**config.mk**
```make
export PLATFORM = sky130hd
export DESIGN_NAME = pattern_detector_cfg
export DESIGN_NICKNAME = d
export VERILOG_FILES = /design/src/rtl/pattern_det_pkg.sv /design/src/rtl/pattern_match_counter.sv /design/src/rtl/pattern_detector_cfg.sv
export SDC_FILE = /design/constraint.sdc
export NUM_CORES = 1
export LEC_CHECK = 0
export CORE_UTILIZATION = 30
export CTS_CLUSTER_DIAMETER = 100
export CTS_CLUSTER_SIZE = 20
export DETAILED_ROUTE_END_ITERATION = 6
export SLEW_MARGIN = 20
export SYNTH_ARGS = -nofsm -noshare
export SYNTH_HDL_FRONTEND = slang
export SYNTH_SLANG_ARGS = --single-unit
```
**constraint.sdc**
```tcl
create_clock -name clk -period 3.04 [get_ports clk]
set_input_delay 0.304 -clock clk [delete_from_list [all_inputs] [get_ports clk]]
set_output_delay 0.304 -clock clk [all_outputs]
set_load 0.05 [all_outputs]
```
**src/rtl/pattern_det_pkg.sv**
```systemverilog
// Shared constants for the configurable serial pattern detector.
// Reset-time pattern/mode defaults and the history fill-counter width.
package pattern_det_pkg;

  localparam int PAT_W_DEF = 4;
  localparam logic [PAT_W_DEF-1:0] PAT_RST = 4'b1011;
  localparam logic OVL_RST = 1'b1;
  localparam int FILL_W = $clog2(PAT_W_DEF);

  // Fill counter width for any pattern length; never below one bit.
  function automatic int fill_width(input int pat_w);
    return (pat_w < 2) ? 1 : $clog2(pat_w);
  endfunction

endpackage

```
**src/rtl/pattern_match_counter.sv**
```systemverilog
// Saturating match counter with synchronous clear and sticky saturation flag.
// Count and flag update on the same edge as the match pulse; clear beats increment.
module pattern_match_counter #(
  parameter int CNT_W = 8
) (
  input  logic             clk,
  input  logic             reset,
  input  logic             inc,
  input  logic             clr,
  output logic [CNT_W-1:0] count,
  output logic             sat
);

  localparam logic [CNT_W-1:0] MAX    = {CNT_W{1'b1}};
  localparam logic [CNT_W-1:0] MAX_M1 = {{(CNT_W-1){1'b1}}, 1'b0};

  logic [CNT_W-1:0] r_count;
  logic             r_sat;

  always_ff @(posedge clk or negedge reset) begin
    if (!reset) begin
      r_count <= '0;
      r_sat   <= 1'b0;
    end else if (clr) begin
      r_count <= '0;
      r_sat   <= 1'b0;
    end else if (inc && (r_count != MAX)) begin
      r_count <= r_count + 1'b1;
      if (r_count == MAX_M1) r_sat <= 1'b1;
    end
  end

  assign count = r_count;
  assign sat   = r_sat;

endmodule

```
**src/rtl/pattern_detector_cfg.sv**
```systemverilog
// Runtime-configurable serial pattern detector (MSB-first), overlap or non-overlap mode.
// Registered one-cycle match pulse after the completing bit; matches counted with saturation.
module pattern_detector_cfg #(
  parameter int               PAT_W   = 4,
  parameter logic [PAT_W-1:0] PAT_RST = pattern_det_pkg::PAT_RST,
  parameter logic             OVL_RST = pattern_det_pkg::OVL_RST,
  parameter int               CNT_W   = 8
) (
  input  logic             clk,
  input  logic             reset,
  input  logic             in_valid,
  input  logic             in_bit,
  input  logic             cfg_load,
  input  logic [PAT_W-1:0] cfg_pattern,
  input  logic             cfg_overlap,
  input  logic             cnt_clr,
  output logic             match,
  output logic [CNT_W-1:0] match_count,
  output logic             cnt_sat
);

  import pattern_det_pkg::*;

  localparam int W_FILL = fill_width(PAT_W);
  localparam logic [W_FILL-1:0] FILL_FULL = W_FILL'(PAT_W - 1);

  logic [PAT_W-2:0]  r_hist;
  logic [W_FILL-1:0] r_fill;
  logic [PAT_W-1:0]  r_pattern;
  logic              r_ovl;
  logic              r_match;

  logic [PAT_W-1:0]  w_shift;
  logic              w_hit;

  assign w_shift = {r_hist, in_bit};
  // A bit presented alongside cfg_load is dropped, so it can never complete a match.
  assign w_hit   = in_valid && !cfg_load && (r_fill == FILL_FULL) && (w_shift == r_pattern);

  always_ff @(posedge clk or negedge reset) begin
    if (!reset) begin
      r_hist    <= '0;
      r_fill    <= '0;
      r_pattern <= PAT_RST;
      r_ovl     <= OVL_RST;
      r_match   <= 1'b0;
    end else if (cfg_load) begin
      r_hist    <= '0;
      r_fill    <= '0;
      r_pattern <= cfg_pattern;
      r_ovl     <= cfg_overlap;
      r_match   <= 1'b0;
    end else if (in_valid) begin
      r_hist  <= w_shift[PAT_W-2:0];
      r_match <= w_hit;
      if (w_hit && !r_ovl)      r_fill <= '0;
      else if (r_fill != FILL_FULL) r_fill <= r_fill + 1'b1;
    end else begin
      r_match <= 1'b0;
    end
  end

  pattern_match_counter #(
    .CNT_W (CNT_W)
  ) u_cnt (
    .clk   (clk),
    .reset (reset),
    .inc   (w_hit),
    .clr   (cnt_clr),
    .count (match_count),
    .sat   (cnt_sat)
  );

  assign match = r_match;

endmodule

```
Word-level counts from Yosys, hierarchy flattened
Cells that the tools add are included.
{"block": "op_classes", "n_addsub": 2, "n_mul": 0, "n_div": 0, "magnitude_cmp": 0, "eq_ne": 5, "shift": 0, "n_mux": 13, "n_bitwise": 0, "reduce_logical": 13}
{"operator": "two-way mux 8 bit", "count": 2}
{"operator": "adder 8 x 1 -> 8 bit (second input constant)", "count": 1}
{"operator": "== test 8 bit (second input constant)", "count": 1}
{"operator": "two-way mux 2 bit", "count": 4}
{"operator": "!= test 8 bit (second input constant)", "count": 1}
{"operator": "two-way mux 3 bit", "count": 2}
{"operator": "nonzero test 2 bit", "count": 3}
{"operator": "logical AND 1 bit", "count": 5}
{"operator": "two-way mux 1 bit", "count": 5}
{"operator": "== test 4 bit", "count": 1}
{"operator": "AND reduction 2 bit", "count": 2}
{"operator": "nonzero test 3 bit", "count": 1}
{"operator": "adder 2 x 1 -> 2 bit (second input constant)", "count": 1}
{"operator": "== test 2 bit (second input constant)", "count": 1}
{"operator": "logical NOT 1 bit", "count": 2}
{"operator": "!= test 2 bit (second input constant)", "count": 1}
{"block": "word_totals", "register_bits": 20, "latch_bits": 0, "ramBits": 0, "romBits": 0, "input_bits": 11, "output_inout_bits": 10, "memories": 0}

Depth between registers and ports, before layout
Gate-level depths: netlist of the first run.
{"block": "logic_depth", "ltp_word": 8, "depth_mapped": 6, "mapped_depth_nobuf": 6}

By module
Synthesis of the first run repeated with hierarchy kept, for this count alone.
{"block": "unflattened", "hier_cells": 99, "area_unflattened_um2": 1011.0}
{"module": "pattern_detector_cfg", "instances": 1, "cells_each": 47, "area_per_inst_um2": 531.8, "seq_area_each_um2": 280.3}
{"module": "pattern_match_counter", "instances": 1, "cells_each": 52, "area_per_inst_um2": 479.2, "seq_area_each_um2": 225.2}

Worst setup path before layout of the first run
Ideal clock, no wire load.
{"block": "synth_path", "kind": "reg2reg", "from": "reg u_cnt.r_count[0], in the netlist u_cnt.count[0]", "to": "reg u_cnt.r_count[1], in the netlist u_cnt.count[1]", "setup_time_ns": 0.132, "arrival_ns": 1.605, "setup_slack_ns": 1.304, "path_stages_with_launch": 7, "cell_sequence": "dfrtp_1 > ha_1 > inv_1 > nor3_1 > nor3_1 > mux2i_1 > nor2_1"}
{"block": "synth_via", "elab_chain_cells": 3}
{"item": "from (decl)", "line": "pattern_match_counter.sv:17", "source": "logic [CNT_W-1:0] r_count;"}
{"item": "from (signal assigned)", "line": "pattern_match_counter.sv:28", "source": "r_count <= r_count + 1'b1;"}
{"item": "adder 8 x 1 -> 8 bit / != test 8 bit (equally long branches)", "line": "pattern_match_counter.sv:28, pattern_match_counter.sv:27"}
{"item": "two-way mux 8 bit / logical AND 1 bit (equally long branches)", "line": "pattern_match_counter.sv:27", "source": "end else if (inc && (r_count != MAX)) begin"}
{"item": "two-way mux 8 bit / nonzero test 2 bit (equally long branches)"}
Several ways; a longest one is shown, not always the timed one. The select of a mux whose other input is x is not followed.
A chain may end at the register's enable or synchronous reset.

Final worst setup path of the first run
{"block": "layout_path", "from": "reg u_cnt.r_count[5], in the netlist u_cnt.count[5]", "to": "out match_count[5]"}
{"item": "to (decl)", "line": "pattern_detector_cfg.sv:18", "source": "output logic [CNT_W-1:0] match_count,"}
No word-level cell between the ends.

==> flow_summary.ini, run 1 <==
[setup_path]
path_class = reg2out
cp_cell_sequence = clkdlybuf4s50_1
cp_data_required_time_ns = 2.74
end_kind = output pin
cp.arrival_ns = 1.62
cp_top_family = buffers and inverters
cp-start-kind = flop
crit_buf_inv = 1
crit_path_max_fanout = 7
max_stage_delay_ns = 0.84
critPathSlowestCell = clkdlybuf4s50_1

[timing]
grt_setup_unrepaired = false
tightestPinTransition_ns = 0.906
tns_ns = 0
hold_viol_final = 0
holdWs_ns = 0.497
fin_worst_skew_ns = 0.00517
max_freq_ghz = 0.519
final-setup-viol-count = 0
slew_headroom_pct = 39.4
fin_crit_ns = 1.93
min_period_over_period_pct = 63.4
drv_slew = 0

[status]
status = complete, no violations

[power_and_ir_drop]
power_density_nw_per_um2 = 425
leakage_uw = 0.000571
irDropWorstVdd_mv = 0.246

[cts]
root_buffer = clkbuf_4
cts_resized = 0
numClockSinks = 20
hold_buffers = 0
numCtsBuffers = 3
cts_tree = built
htree_levels = 1
clockBufferDepth = 2
cts.clk_slew.worst_paths_ns = 0.12
post_cts_buffers = 0
worst_skew_pair.late_latency_ns = 0.30

[detailed_routing]
dr.first_iter.drc_count = 14
post_drt_wl_per_cell_um = 12.2
num_vias = 771
routed_wl_um = 1920
drc = 0
ant_nets = 0
first_pass_iters = 4
viasPerCell = 4.88

[synth]
ys_top_cells_by_area = dfrtp_1 (39%), dfstp_2 (10%), mux2i_1 (4.8%)
async_flop_share_pct = 100
ys_dominant_reg_cell = dfrtp_1
postSynthAreaPerCell_um2 = 11.1
yosys_warnings = 0
synth_top_cell_area_share_pct = 38.6
syn_inst = 93
ys_seq_area_share_pct = 48.8
netlist_area_um2 = 1040
ys_types = 30
synthesis.nets = 107
synth_edf_count = 0
ys_ff_latch = 20
yosysTopAreaCell = dfrtp_1

[flow_run]
maxCapViolations = 0

[floorplan]
num_rows = 20
die_w_um = 60.8
initial_core_util_pct = 32.9
fp.dieH_um = 60.8
io_pins = 21
die-area_um2 = 3690
core_area_um2 = 3150

[place]
hpwl_um = 1420
port_buffers = 20
gp_congestion = 0.790

[global_routing]
track_usage_pct = 11.5
grt_pass1_vias = 730
antenna_found_initial = 0
grt_pass1_wl_um = 3130
overflow = 0
grt_max_degree = 21

[finish]
drive_gt1_share_pct = 14.9
diodes = 0
nNetsFinal = 129
syn_to_final_growth_pct = 28.5

[worst_hold_path]
hp-class = in2async
[path summary, 6_finish.rpt]
path / start / to / slack (ns) / cells past startpoint
max: u_cnt.count[5]$_DFFE_PN0P_ / match_count[5] / 1.11 / 1
min: reset / match$_DFF_PN0_ / 0.50 / 1
max reg2reg: r_pattern[3]$_DFFE_PN1P_ / u_cnt.count[5]$_DFFE_PN0P_ / 1.27 / 5
min reg2reg: r_ovl$_DFFE_PN1P_ / r_ovl$_DFFE_PN1P_ / 0.53 / 2
max in group asynchronous: reset / u_cnt.count[1]$_DFFE_PN0P_ / 1.99 / 1
min in group clk: r_ovl$_DFFE_PN1P_ / r_ovl$_DFFE_PN1P_ / 0.53 / 2
[cells by family after synthesis]
logic type | Yosys count | synth area share [%]
and+or+nand+nor | 32 | 18.2
DFF | 20 | 48.8
AOI/OAI and AO/OA | 13 | 9.18
muxes | 11 | 11.4
buffers and inverters | 8 | 3.02
xor gates and xnor gates | 6 | 5.80
adders and majority gates | 3 | 3.62
[cells in the mapped netlist (3+ instances only)]
master,instances
a311oi_1,3
mux2i_1,5
dfstp_2,4
dfrtp_1,16
nand2_1,5
mux2_2,4
ha_1,3
nor2_1,10
nor3_1,3
inv_1,5
nor2b_1,3
xnor2_1,5
[where the power goes]
group	total (uW)	switching [uW]	internal (uW)
Sequential	289	8.48	281
Combinational	58.7	27.3	31.4
Clock	218	84.8	133
Total	566	121	445
[sequential cells by signal (all words and copies together), names as in the netlist]
signal / flops
u_cnt.count: 8
r_pattern: 4
r_hist: 3
r_fill: 2
match: 1
r_ovl: 1
u_cnt.sat: 1
[routing by layer]
layer / GRT usage (%) / wire (um)
met5: 0 / 0
met4: 1.30 / 8
met3: 4.48 / 94
met2: 20.7 / 889
met1: 13.4 / 928
[final cells by class]
class	count	area, um^2
Fill cell	321	1820
Sequential cell	20	505
Multi-Input combinational cell	65	499
Timing Repair Buffer	20	200
Tap cell	44	55.1
Clock inverter	1	30.0
Clock buffer	3	22.5
Inverter	5	18.8
[placed cells by master (no fill, tap or decap), drive strengths merged, types with 3 or more instances in the layout]
cell,count
nand2,5
clkdlybuf4s50,20
dfstp,4
dfrtp,16
nor2b,3
mux2i,5
ha,3
a311oi,3
clkbuf,3
mux2,6
nor3,4
xnor2,6
inv,5
nor2,11
[through the flow]
step	setup slack, ns	area [um^2]	std cells	util, %	total power [uW]
after floorplan	1.30	1040	93	-	329
after global placement	0.914	1280	154	40.6	352
after detailed placement	0.890	1280	154	40.6	354
after CTS	1.11	1330	158	42.2	576
after global routing	1.05	1330	158	42.2	590
final	1.11	1330	158	42.2	566
(Power assumes the default switching activity.)
==> run 2: changes to the inputs <==
clock period = 1.9 ns   (was 3.04 ns; I/O delays follow)
==> run 2 against run 1 <==
Against the previous run: utilization increased by 0.67 points; sequential power up 60%; largest cell class unchanged; design area up 1.6%; sequential cell count unchanged; power is 43% higher; non-clock buffer count up 5; critical path type unchanged; first-iteration DRC count up 140%; register-to-register slack lost 1.1 ns.
==> flow_summary.ini, run 2 (synthesis gave the netlist of run 1 again) <==
[status]
status = complete, no violations

[cts]
htree_levels = 1
cts_tree = built
post_cts_buffers = 0
cts_resized = 0
cts.clk_slew.worst_paths_ns = 0.12
numCtsBuffers = 3
clockBufferDepth = 2
worst_skew_pair.late_latency_ns = 0.30
numClockSinks = 20
root_buffer = clkbuf_4
hold_buffers = 0

[setup_path]
regToRegStartpoint = r_pattern[3]$_DFFE_PN1P_
rr_worst_depth = 6
cp-start-kind = flop
cp_top_family = buffers and inverters
critPathSlowestCell = clkdlybuf4s50_1
cp.arrival_ns = 1.65
crit_path_start = u_cnt.count[4]$_DFFE_PN0P_
path_class = reg2out
worstReg2RegEnd = u_cnt.count[7]$_DFFE_PN0P_
max_stage_delay_ns = 0.85
crit_path_max_fanout = 8
crit_buf_inv = 1
path_depth = 1
rrSetupSlack_ns = 0.19
cp_data_required_time_ns = 1.71
crit_end = match_count[4]
end_kind = output pin
cp_cell_sequence = clkdlybuf4s50_1

[finish]
multi_input_area_um2 = 499
fillers = 327
syn_to_final_growth_pct = 30.6
diodes = 0
final_common_cell = clkdlybuf4s50_1
stdcell_count = 163
nNetsFinal = 134
register_area_um2 = 505
largest_register_ffs = 8
final_cell_mix = clkdlybuf4s50_1 (20), dfrtp_1 (16), nor2_1 (10)
drive_gt1_share_pct = 18.5
finalInstanceArea_um2 = 1350

[place]
gp_congestion = 0.795
place_inst = 159
port_buffers = 20
hpwl_um = 1490
place_area_um2 = 1320
pre_cts_slack_ns = 0.0520

[timing]
final-setup-viol-count = 0
min_period_over_period_pct = 96.7
slew_headroom_pct = 66.9
tns_ns = 0
fin_crit_ns = 1.84
final.setup.worst_slack_ns = 0.0629
drv_slew = 0
grt_setup_unrepaired = false
tightestPinTransition_ns = 0.495
max_freq_ghz = 0.544
hold_viol_final = 0
fin_worst_skew_ns = 0.00553

[detailed_routing]
ant_nets = 0
post_drt_wl_per_cell_um = 12.4
viasPerCell = 4.90
drc = 0
first_pass_iters = 4
num_vias = 799
dr.first_iter.drc_count = 33
routed_wl_um = 2020

[floorplan]
num_rows = 20
core_area_um2 = 3150
initial_core_util_pct = 32.9
die-area_um2 = 3690
io_pins = 21
fp.dieH_um = 60.8
die_w_um = 60.8

[global_routing]
grt_pass1_vias = 773
grt_max_degree = 21
grt_pass1_wl_um = 3300
track_usage_pct = 12.1
antenna_found_initial = 0
overflow = 0

[power_and_ir_drop]
irDropWorstVdd_mv = 0.462
leakage_uw = 0.000589
power_density_nw_per_um2 = 600
finalPower_uw = 812

[flow_run]
maxCapViolations = 0

[worst_hold_path]
hp-class = in2async
[run 2: changes by cell type in the layout (fill, tap and decap cells not counted), sizes merged]
cell / previous run / this run
clkbuf: 3 / 4
bufinv: 1 / 0
buf: 0 / 5
[run 2: worst min path at each step]
| stage | from | to |
|---|---|---|
| 2_1_floorplan | reset | match$_DFF_PN0_ |
| 3_3_place_gp | r_ovl$_DFFE_PN1P_ | r_ovl$_DFFE_PN1P_ |
| 3_5_place_dp | u_cnt.sat$_DFFE_PN0P_ | u_cnt.sat$_DFFE_PN0P_ |
| 4_1_cts | reset | match$_DFF_PN0_ |
| 5_1_grt | reset | r_fill[0]$_DFFE_PN0P_ |
| 6_report | reset | u_cnt.count[2]$_DFFE_PN0P_ |
[run 2: final cells by class]
class	count	share of cell area, %
Clock buffer	4	2.68
Inverter	5	1.39
Multi-Input combinational cell	65	36.9
Sequential cell	20	37.4
Tap cell	44	4.07
Timing Repair Buffer	25	17.6
[run 2: metrics by stage]
stage          utilization, %  hold slack (ns)
3_5_place_dp             41.7            0.498
2_1_floorplan               -           -0.106
3_3_place_gp             41.7            0.504
4_1_cts                  42.9            0.204
5_1_grt                  42.9            0.224
6_report                 42.9            0.206
[run 2: power by group]
| part | internal, uW | total (uW) | leakage [uW] | switching [uW] |
|---|---|---|---|---|
| combinational | 53.8 | 97.4 | 0.000307 | 43.6 |
| sequential | 449 | 463 | 0.000261 | 13.4 |
| clock | 117 | 252 | 0.0000210 | 135 |
| total | 620 | 812 | 0.000589 | 192 |
[run 2: metal layers]
| metal | up-vias | share of wire (%) | global-route usage, % |
|---|---|---|---|
| li1 | 385 | - | - |
| met1 | 388 | 44 | 14.3 |
| met2 | 26 | 50 | 21.2 |
| met3 | 0 | 5.8 | 3.41 |
| met4 | 0 | 0 | 4.22 |
| met5 | - | 0 | 0 |
